File: config.mk
export PLATFORM = sky130hd
export DESIGN_NAME = mult_div_unit_flat
export DESIGN_NICKNAME = d
export VERILOG_FILES = /design/src/rtl/mult_div_unit_if.sv /design/src/rtl/mult_div_unit.sv /design/src/flat_wrapper.sv
export SDC_FILE = /design/constraint.sdc
export NUM_CORES = 1
export LEC_CHECK = 0
export CAP_MARGIN = 0
export CORE_MARGIN = 4
export CORE_UTILIZATION = 55
export CTS_CLUSTER_SIZE = 16
export DETAILED_ROUTE_END_ITERATION = 10
export PLACE_DENSITY = 0.75
export REMOVE_ABC_BUFFERS = 1
export SETUP_SLACK_MARGIN = 0.4
export SYNTH_ARGS = -nofsm -noshare
export SYNTH_HDL_FRONTEND = slang
export SYNTH_SLANG_ARGS = --single-unit
export TNS_END_PERCENT = 20
File: constraint.sdc
create_clock -name clock -period 8.7 [get_ports clock]
set_input_delay 1.305 -clock clock [delete_from_list [all_inputs] [get_ports clock]]
set_output_delay 1.305 -clock clock [all_outputs]
set_load 0.005 [all_outputs]
File: src/rtl/mult_div_unit_if.sv
// Request/response bundle between the MIPS control path and the multiply/divide unit.
// Latency: none, this is wiring only.
// Backpressure: the requester holds off new starts while busy is high.
interface mult_div_unit_if #(
    parameter int WIDTH = 32
);
    logic             start;
    logic [1:0]       op;
    logic [WIDTH-1:0] operandA;
    logic [WIDTH-1:0] operandB;
    logic             busy;
    logic             done;
    logic [WIDTH-1:0] hi;
    logic [WIDTH-1:0] lo;
    logic             divByZero;

    // Requester side: drives the operation, observes status and results.
    modport master (
        output start, op, operandA, operandB,
        input  busy, done, hi, lo, divByZero
    );

    // Unit side: samples the operation, drives status and results.
    modport slave (
        input  start, op, operandA, operandB,
        output busy, done, hi, lo, divByZero
    );
endinterface

File: src/rtl/mult_div_unit.sv
// Radix-2 sequential MULT/MULTU/DIV/DIVU producing HI/LO for the MIPS datapath.
// Latency: WIDTH+1 cycles from the accepting edge to the one-cycle done pulse.
// Backpressure: start is ignored while busy; a start in the done cycle is accepted.
module mult_div_unit #(
    parameter int WIDTH = 32
) (
    input  logic          clock,
    input  logic          resetN,
    mult_div_unit_if.slave bus
);
    localparam int CW = $clog2(WIDTH) + 1;
    localparam logic [CW-1:0] LAST_ITER = CW'(WIDTH - 1);

    typedef enum logic [1:0] {IDLE, RUN, FIX} state_t;

    state_t               state;
    state_t               state_nx;
    logic                 accept;
    logic                 last_iter;

    logic [CW-1:0]        iter_cnt;
    // Multiply: {partial product, remaining multiplier bits}.
    // Divide:   {partial remainder, dividend bits shifting into quotient}.
    logic [2*WIDTH-1:0]   acc;
    // Multiplicand magnitude (multiply) or divisor magnitude (divide).
    logic [WIDTH-1:0]     opnd;
    logic [WIDTH-1:0]     a_raw;
    logic                 is_div;
    logic                 neg_main;
    logic                 neg_rem;
    logic                 b_zero;

    logic                 busy_q;
    logic                 done_q;
    logic                 dbz_q;
    logic [WIDTH-1:0]     hi_q;
    logic [WIDTH-1:0]     lo_q;

    logic                 a_neg;
    logic                 b_neg;
    logic [WIDTH-1:0]     a_mag;
    logic [WIDTH-1:0]     b_mag;

    logic [WIDTH:0]       mul_sum;
    logic [WIDTH:0]       mul_add;
    logic [WIDTH:0]       div_shift;
    logic [WIDTH-1:0]     div_diff;
    logic                 div_ge;
    logic [2*WIDTH-1:0]   acc_step;

    logic [2*WIDTH-1:0]   prod;
    logic [WIDTH-1:0]     quo;
    logic [WIDTH-1:0]     rem;
    logic [WIDTH-1:0]     fix_hi;
    logic [WIDTH-1:0]     fix_lo;

    // State register.
    always_ff @(posedge clock or negedge resetN) begin
        if (!resetN) state <= IDLE;
        else         state <= state_nx;
    end

    // Next-state decode: accept in IDLE, count WIDTH iterations, one FIX cycle.
    always_comb begin
        state_nx  = state;
        accept    = 1'b0;
        last_iter = (iter_cnt == LAST_ITER);
        case (state)
            IDLE: begin
                if (bus.start) begin
                    accept   = 1'b1;
                    state_nx = RUN;
                end
            end
            RUN:     if (last_iter) state_nx = FIX;
            FIX:     state_nx = IDLE;
            default: state_nx = IDLE;
        endcase
    end

    // Signed ops work on magnitudes; the most-negative value maps to itself as unsigned.
    always_comb begin
        a_neg = bus.op[0] & bus.operandA[WIDTH-1];
        b_neg = bus.op[0] & bus.operandB[WIDTH-1];
        a_mag = a_neg ? -bus.operandA : bus.operandA;
        b_mag = b_neg ? -bus.operandB : bus.operandB;
    end

    // One shift-add or restoring-subtract step on the accumulator.
    always_comb begin
        mul_sum   = {1'b0, acc[2*WIDTH-1:WIDTH]} + {1'b0, opnd};
        mul_add   = acc[0] ? mul_sum : {1'b0, acc[2*WIDTH-1:WIDTH]};
        div_shift = {acc[2*WIDTH-1:WIDTH], acc[WIDTH-1]};
        div_ge    = (div_shift >= {1'b0, opnd});
        // When div_ge holds the true difference is below opnd, so WIDTH bits are exact.
        div_diff  = div_shift[WIDTH-1:0] - opnd;
        if (is_div)
            acc_step = {(div_ge ? div_diff : div_shift[WIDTH-1:0]), acc[WIDTH-2:0], div_ge};
        else
            acc_step = {mul_add, acc[WIDTH-1:1]};
    end

    // Sign correction and divide-by-zero override applied in the FIX cycle.
    always_comb begin
        prod = neg_main ? -acc : acc;
        quo  = neg_main ? -acc[WIDTH-1:0] : acc[WIDTH-1:0];
        rem  = neg_rem  ? -acc[2*WIDTH-1:WIDTH] : acc[2*WIDTH-1:WIDTH];
        if (!is_div) begin
            fix_hi = prod[2*WIDTH-1:WIDTH];
            fix_lo = prod[WIDTH-1:0];
        end else if (b_zero) begin
            fix_hi = a_raw;
            fix_lo = '1;
        end else begin
            fix_hi = rem;
            fix_lo = quo;
        end
    end

    // Operand capture, iteration datapath and result registers.
    always_ff @(posedge clock or negedge resetN) begin
        if (!resetN) begin
            iter_cnt <= '0;
            acc      <= '0;
            opnd     <= '0;
            a_raw    <= '0;
            is_div   <= 1'b0;
            neg_main <= 1'b0;
            neg_rem  <= 1'b0;
            b_zero   <= 1'b0;
            hi_q     <= '0;
            lo_q     <= '0;
            dbz_q    <= 1'b0;
        end else if (accept) begin
            iter_cnt <= '0;
            acc      <= {{WIDTH{1'b0}}, (bus.op[1] ? a_mag : b_mag)};
            opnd     <= bus.op[1] ? b_mag : a_mag;
            a_raw    <= bus.operandA;
            is_div   <= bus.op[1];
            neg_main <= a_neg ^ b_neg;
            neg_rem  <= bus.op[1] & a_neg;
            b_zero   <= bus.op[1] & (bus.operandB == '0);
        end else if (state == RUN) begin
            acc      <= acc_step;
            iter_cnt <= iter_cnt + CW'(1);
        end else if (state == FIX) begin
            iter_cnt <= '0;
            hi_q     <= fix_hi;
            lo_q     <= fix_lo;
            dbz_q    <= is_div & b_zero;
        end
    end

    // Registered status: busy follows the next state, done marks the FIX cycle.
    always_ff @(posedge clock or negedge resetN) begin
        if (!resetN) begin
            busy_q <= 1'b0;
            done_q <= 1'b0;
        end else begin
            busy_q <= (state_nx != IDLE);
            done_q <= (state == FIX);
        end
    end

    assign bus.busy      = busy_q;
    assign bus.done      = done_q;
    assign bus.hi        = hi_q;
    assign bus.lo        = lo_q;
    assign bus.divByZero = dbz_q;
endmodule

File: src/flat_wrapper.sv
// flat-port wrapper written by rule: the top's interface ports become plain ports
module mult_div_unit_flat 
#(
    parameter int WIDTH = 32
)
  (clock, resetN, bus_start, bus_op, bus_operandA, bus_operandB, bus_busy, bus_done, bus_hi, bus_lo, bus_divByZero);
  mult_div_unit_if #(.WIDTH(WIDTH)) bus_i ();
  input  logic clock;
  input  logic resetN;
  input wire logic [$bits(bus_i.start)-1:0] bus_start;
  input wire logic [$bits(bus_i.op)-1:0] bus_op;
  input wire logic [$bits(bus_i.operandA)-1:0] bus_operandA;
  input wire logic [$bits(bus_i.operandB)-1:0] bus_operandB;
  output wire logic [$bits(bus_i.busy)-1:0] bus_busy;
  output wire logic [$bits(bus_i.done)-1:0] bus_done;
  output wire logic [$bits(bus_i.hi)-1:0] bus_hi;
  output wire logic [$bits(bus_i.lo)-1:0] bus_lo;
  output wire logic [$bits(bus_i.divByZero)-1:0] bus_divByZero;
  assign bus_i.start = bus_start;
  assign bus_i.op = bus_op;
  assign bus_i.operandA = bus_operandA;
  assign bus_i.operandB = bus_operandB;
  assign bus_busy = bus_i.busy;
  assign bus_done = bus_i.done;
  assign bus_hi = bus_i.hi;
  assign bus_lo = bus_i.lo;
  assign bus_divByZero = bus_i.divByZero;
  mult_div_unit #(.WIDTH(WIDTH)) u_core (.clock(clock), .resetN(resetN), .bus(bus_i));
endmodule
==> reports/results.txt, run 1 <==
run status = finished, final reports clean
warnings from Yosys = 0
initial DRC count = 1,651
Post-Synth Adder-Cell Area = 5.49%
core area = 0.0307 mm²
proportion of synthesized area in mux cells = 4.62%
DRC = 0
# nets final = 2,355
Via density = 6.42
H-Tree Depth = 1
final hold vios = 0
Critical Path AT = 5.07 ns
largest family of logic cells by synthesized area = compound AO/OA/AOI/OAI gates
P&R area growth vs syn = 12.9%
routed wire length per instance = 21.2 µm
count of boundary I/O pins = 136
global-route wire length before repair = 86.9 mm
Leak = 8.12 nW
post-cts resize count = 0
Routability Congestion = 1.02
Final period util = 53.2%
Synth cell types = 79
most numerous cell in the Yosys netlist = nand2_1
Non-Filler Instances = 2,623
Synth Instances = 2,196
crit end category = flip-flop
Startpoint Class = primary input
TritonCTS clock tree = built
DIE WIDTH = 185 µm
Worst Skew = 0.00973 ns
number of global-route vias before repair = 15.8k
Max-slew headroom = 28.9%
pin slew with the least headroom to its limit = 1.07 ns
initial antenna violation count = 1
Pwr Density = 384 mW/mm²
Rows = 64
Post-synth ARST share = 100%
Detailed Routing Iterations Pass 1 = 6
WL final = 55.7 mm
Post-CTS Setup Bufs = 0
Setup CP Type = primary input to flip-flop
Worst Path Required = 9.14 ns
sequential element share of the synthesized area = 30.2%
Post-Synth Simple-Gate Area = 18.7%
Clock Sinks = 207
layout cells sized above 1 = 4.71%
cell taking the most area after synthesis = dfrtp_1
Max Fclk = 216 MHz
die area = 0.0341 mm²
total negative setup slack = 0 ns
CTS Buf Count = 24
Port-buffer cells = 135
Synth Area in XOR/XNOR = 9.24%
largest net degree at the start of global routing = 131
CTS root buf = clkbuf_16
top cell type's share of synthesized area = 30.2%
dominant cells by area after synthesis = dfrtp_1 (30%), nand2_1 (7.3%), o21ai_0 (6.0%)
Post-synth top cells = nand2_1 (332), dfrtp_1 (207), o21ai_0 (207), a21oi_1 (172)
post-synthesis compound-gate area fraction = 26.2%
Final Critical Period = 4.62 ns
Avg Cell Area, Syn = 7.81 µm²
Clk Latency, worst-skew pair = 0.53 ns
Antenna diodes = 0
Slew Limit Fails = 0
hold_buf cts = 0
clock slew at reported path FFs = 0.06 ns
# placed instances = 2,582
Final setup viols = 0
RSZ-0062 raised after global routing = false
Overall Global Routing Usage = 31.8%
Post-synth EDFFs = 0
Die Height = 185 µm
Max IR drop VDD = 0.223 mV
CTS max path bufs = 3
largest fanout on the critical path = 6
HP Class = flip-flop to flip-flop
Antenna Violating Nets Remaining = 0
total of max-cap violations = 0
Synth Flop Type = dfrtp_1
HPWL Detailed = 40.8 mm
Synth Register Bits = 207
via count = 16.8k
Syn Std Cell Area = 0.0172 mm²
Initial Utilization = 55.9%
total grt overflow = 0
## cell type report
cell class,count,area [µm²]
well taps,396,495
repair buffers,153,1490
fillers,2695,11300
clock inverters,4,72.6
multi-input cells,1740,11100
clock buffers,37,741
flip-flops and latches,207,5180
inverters,86,323
## cells in the final DEF (no fill, tap or decap), types with 33 or more instances in the layout
master	Yosys	routed
dfrtp_1	207	206
nand3_1	35	35
ha_1	72	70
inv_1	84	84
xor2_1	63	63
clkdlybuf4s50_1	0	133
nor3_1	33	33
a21o_1	36	36
xnor2_1	118	118
o21ai_0	207	207
mux2i_1	69	69
a21oi_1	172	171
nor2_1	139	138
nand2_1	332	331
o211ai_1	75	75
## critical path, cell delays in order
cell,delay [ns]
clkdlybuf4s50_1,0.49
nor4_1,0.74
nand3_1,0.35
nor4_1,0.67
nand2_1,0.20
or4_1,0.46
o41ai_1,0.47
nand3_1,0.15
a31oi_1,0.21
## metrics by stage
step	setup slack (ns)	hold WS (ns)	util (%)	power, mW	cell area, µm²
2_1_floorplan	3.61	0.440	-	5.05	16500
3_3_place_gp	3.74	0.462	60.5	6.14	18500
3_5_place_dp	3.65	0.464	60.5	6.24	18500
4_1_cts	4.17	0.486	63.1	7.33	19400
5_1_grt	3.88	0.508	63.1	7.99	19400
6_report	4.08	0.488	63.1	7.43	19400
## worst paths after layout
kind | endpoint | cells after the start | from | slack [ns]
min in group asynchronous | u_core.bus.lo[0]$_DFFE_PN0P_ | 1 | resetN | 0.87
worst max register to register | u_core.acc[56]$_DFFE_PN0P_ | 13 | u_core.acc[31]$_DFFE_PN0P_ | 4.53
worst min-delay path | u_core.a_raw[12]$_DFFE_PN0P_ | 2 | u_core.a_raw[12]$_DFFE_PN0P_ | 0.49
worst min register to register | u_core.a_raw[12]$_DFFE_PN0P_ | 2 | u_core.a_raw[12]$_DFFE_PN0P_ | 0.49
worst max-delay path | u_core.acc[31]$_DFFE_PN0P_ | 9 | bus_operandB[2] | 4.08
max in group asynchronous | u_core.is_div$_DFFE_PN0P_ | 2 | resetN | 6.08
## sequential cells by signal, indices dropped and copies added, names as in the netlist
register and flops:
u_core.opnd 32, u_core.is_div 1, u_core.bus.hi 32, u_core.b_zero 1, u_core.neg_rem 1, u_core.bus.lo 32
u_core.bus.done 1, u_core.bus.divByZero 1, u_core.bus.busy 1, u_core.iter_cnt 6, u_core.acc 64, u_core.neg_main 1
u_core.a_raw 32, u_core.state 2
## metal layers
layer | vias up | share of wire, % | track usage, %
li1 | 7894 | - | -
met1 | 7957 | 41 | 44.0
met2 | 836 | 44 | 49.9
met3 | 161 | 9.9 | 4.74
met4 | 0 | 4.8 | 13.3
met5 | - | 0 | 0
## power by group
part	switching, mW	internal, mW
clock	0.414	0.639
combinational	2.68	1.84
sequential	0.589	1.27
total	3.68	3.74
## cell families (layout without fill, tap and decap cells)
family / Yosys count / in the layout
fa+ha+maj: 74 / 74
simple gates: 698 / 698
flops: 207 / 207
buf+inv: 249 / 280
xor+xnor: 181 / 181
mux: 78 / 78
compound gates: 709 / 709
Note: power is estimated with default switching activity, not from simulation.
==> run 2, diff against run 1 <==
==> constraint.sdc (replaced) <==
create_clock -name clock -period 4.43 [get_ports clock]
set_input_delay 0.6645 -clock clock [delete_from_list [all_inputs] [get_ports clock]]
set_output_delay 0.6645 -clock clock [all_outputs]
set_load 0.005 [all_outputs]
==> run 2 against run 1 <==
Sequential cell count stayed put. Sequential power is 82% higher. Cell area is 1.4% higher. Cell count is 1.3% higher. Critical endpoint is now u_core.acc[60]$_DFFE_PN0P_. Power is 100% higher. Highest routed layer is now met5.
==> reports/results.txt, run 2 (synthesis gave the netlist of run 1 again) <==
Startpoint Class = flip-flop
largest fanout on the critical path = 11 (+5)
Critical Path AT = 4.19 ns (-0.88 ns)
largest net degree at the start of global routing = 130 (-0.76%)
Slew Limit Fails = 0 (unchanged)
Setup CP Type = flip-flop to flip-flop
routed wire length per instance = 22.4 µm (+5.5%)
total of max-cap violations = 0 (unchanged)
Largest stage delay, worst path = 0.66 ns (-0.08 ns)
Final period util = 85.3%
hold_buf cts = 0 (unchanged)
Via density = 6.34 (-1.4%)
Fillers = 2,666 (-1.1%)
Final setup viols = 0 (unchanged)
Die Height = 185 µm (unchanged)
global-route wire length before repair = 91.3 mm (+5.1%)
Rows = 64 (unchanged)
CTS Buf Count = 25 (+4.2%)
most common library cell in the layout ignoring fill and taps = nand2_1
crit path max-delay cell type = dfrtp_1
CTS max path bufs = 3 (unchanged)
max FFs per register = 64 (unchanged)
number of global-route vias before repair = 15.9k (+0.71%)
Detailed Routing Iterations Pass 1 = 5 (-1)
DRC = 0 (unchanged)
CTS root buf = clkbuf_16
Pwr Density = 766 mW/mm² (+100%)
clock slew at reported path FFs = 0.06 ns (about the same)
Max IR drop VDD = 0.617 mV (+180%)
Clock Sinks = 207 (unchanged)
Overall Global Routing Usage = 34.0% (+2.3 points)
Worst Path Required = 4.83 ns (-4.31 ns)
WL final = 59.6 mm (+6.9%)
pin slew with the least headroom to its limit = 1.12 ns (+0.0584 ns)
H-Tree Depth = 1 (unchanged)
Routability Congestion = 0.961 (-6.1%)
HP Class = primary input to asynchronous set/reset pin
total grt overflow = 0 (unchanged)
RSZ-0062 raised after global routing = false
Flop pwr share = 22.4% (-2.6 points)
Net Switching = 7.54 mW (+100%)
Worst Skew = 0.0170 ns (+0.00722 ns)
die area = 0.0341 mm² (unchanged)
Final Critical Period = 3.78 ns
PnR Total Power = 15.0 mW (+100%)
Max Fclk = 264 MHz
clock power share = 14.0% (-0.2 points)
Post-CTS Setup Bufs = 0 (unchanged)
HPWL Detailed = 43.9 mm (+7.4%)
post-cts resize count = 0 (unchanged)
initial antenna violation count = 1 (unchanged)
Port-buffer cells = 135 (unchanged)
layout cells sized above 1 = 6.32% (+1.6 points)
r2r setup slk = 0.65 ns (-3.88 ns)
P&R area growth vs syn = 14.5%
crit end category = flip-flop
Int Power = 7.49 mW (+100%)
Max-slew headroom = 25.1% (-3.8 points)
DIE WIDTH = 185 µm (unchanged)
initial DRC count = 1,659 (+0.48%)
Antenna Violating Nets Remaining = 0 (unchanged)
via count = 16.8k (-0.053%)
Biggest register = u_core.acc
count of boundary I/O pins = 136 (unchanged)
Sw Ratio = 50.2% (+0.56 points)
TritonCTS clock tree = built
Initial Utilization = 55.9% (unchanged)
crit-path cells = ha_1, a21oi_1, a21boi_0, a311o_1, a41oi_1, o22ai_1, o21ai_0, mux2i_1, o32ai_1, a211oi_1
Clk Latency, worst-skew pair = 0.55 ns (+0.02 ns)
Leak = 8.30 nW (+2.3%)
final hold vios = 0 (unchanged)
run status = finished, final reports clean
final hold slack = 0.165 ns (-0.323 ns)
core area = 0.0307 mm² (unchanged)
Comb pwr share = 63.5% (+2.7 points)
most frequent cells in the layout = nand2_1 (331), o21ai_0 (207), dfrtp_1 (206)
Antenna diodes = 0 (unchanged)
# nets final = 2,388 (+1.4%)
run 2: cell types whose count changed in the layout (fill, tap and decap cells not counted), sizes merged:
cell	delta
clkinv	+7
clkbuf	-5
inv	+1
buf	+32
run 2: layer usage:
metal	share of wire (%)	vias up	track usage (%)
li1	-	7948	-
met1	44	8094	48.4
met2	45	684	54.8
met3	6.9	111	3.79
met4	3.2	2	10.4
met5	0.023	-	0
run 2: final cells by class:
| cell class | instances | area (µm²) | area share, % |
|---|---|---|---|
| multi-input combinational | 1740 | 11100 | 56.3 |
| timing repair buffer | 185 | 1750 | 8.93 |
| tap | 396 | 495 | 2.52 |
| clock buffer | 32 | 692 | 3.52 |
| inverter | 86 | 323 | 1.64 |
| sequential | 207 | 5180 | 26.4 |
| clock inverter | 12 | 128 | 0.650 |
run 2: worst max-delay path, delay by kind of cell, from the launching register on:
family          cells  cell delay [ns]
compound gates      8             2.46
mux                 1             0.14
fa+ha+maj           1             0.40
flops               1             0.66
run 2: path summary, 6_finish.rpt:
path                                                  start                            end  cells past startpoint
worst max-delay path             u_core.acc[41]$_DFFE_PN0P_     u_core.acc[60]$_DFFE_PN0P_                     10
worst min-delay path                                 resetN   u_core.bus.lo[5]$_DFFE_PN0P_                      1
worst max register to register   u_core.acc[41]$_DFFE_PN0P_     u_core.acc[60]$_DFFE_PN0P_                     10
worst min register to register  u_core.a_raw[4]$_DFFE_PN0P_    u_core.a_raw[4]$_DFFE_PN0P_                      2
max in group asynchronous                            resetN  u_core.bus.lo[16]$_DFFE_PN0P_                      2
min in group clock              u_core.a_raw[4]$_DFFE_PN0P_    u_core.a_raw[4]$_DFFE_PN0P_                      2
run 2: power groups by stage:
stage | clock network (mW) | logic (mW) | registers [mW]
after floorplan | 0 | 6.61 | 3.31
after global placement | 0 | 9.18 | 3.33
after detailed placement | 0 | 9.34 | 3.34
after CTS | 2.12 | 9.38 | 3.32
after global routing | 2.20 | 10.5 | 3.43
final | 2.11 | 9.55 | 3.37
run 2: stage by stage:
stage / util [%] / setup slack, ns / cells / area (µm²) / setup TNS [ns]
2_1_floorplan: - / -0.664 / 2033 / 16500 / -9.95
3_3_place_gp: 61.3 / 0.528 / 2614 / 18800 / 0
3_5_place_dp: 61.3 / 0.450 / 2614 / 18800 / 0
5_1_grt: 64.0 / 0.475 / 2658 / 19600 / 0
6_report: 64.0 / 0.649 / 2658 / 19600 / 0
4_1_cts: 64.0 / 0.553 / 2658 / 19600 / 0
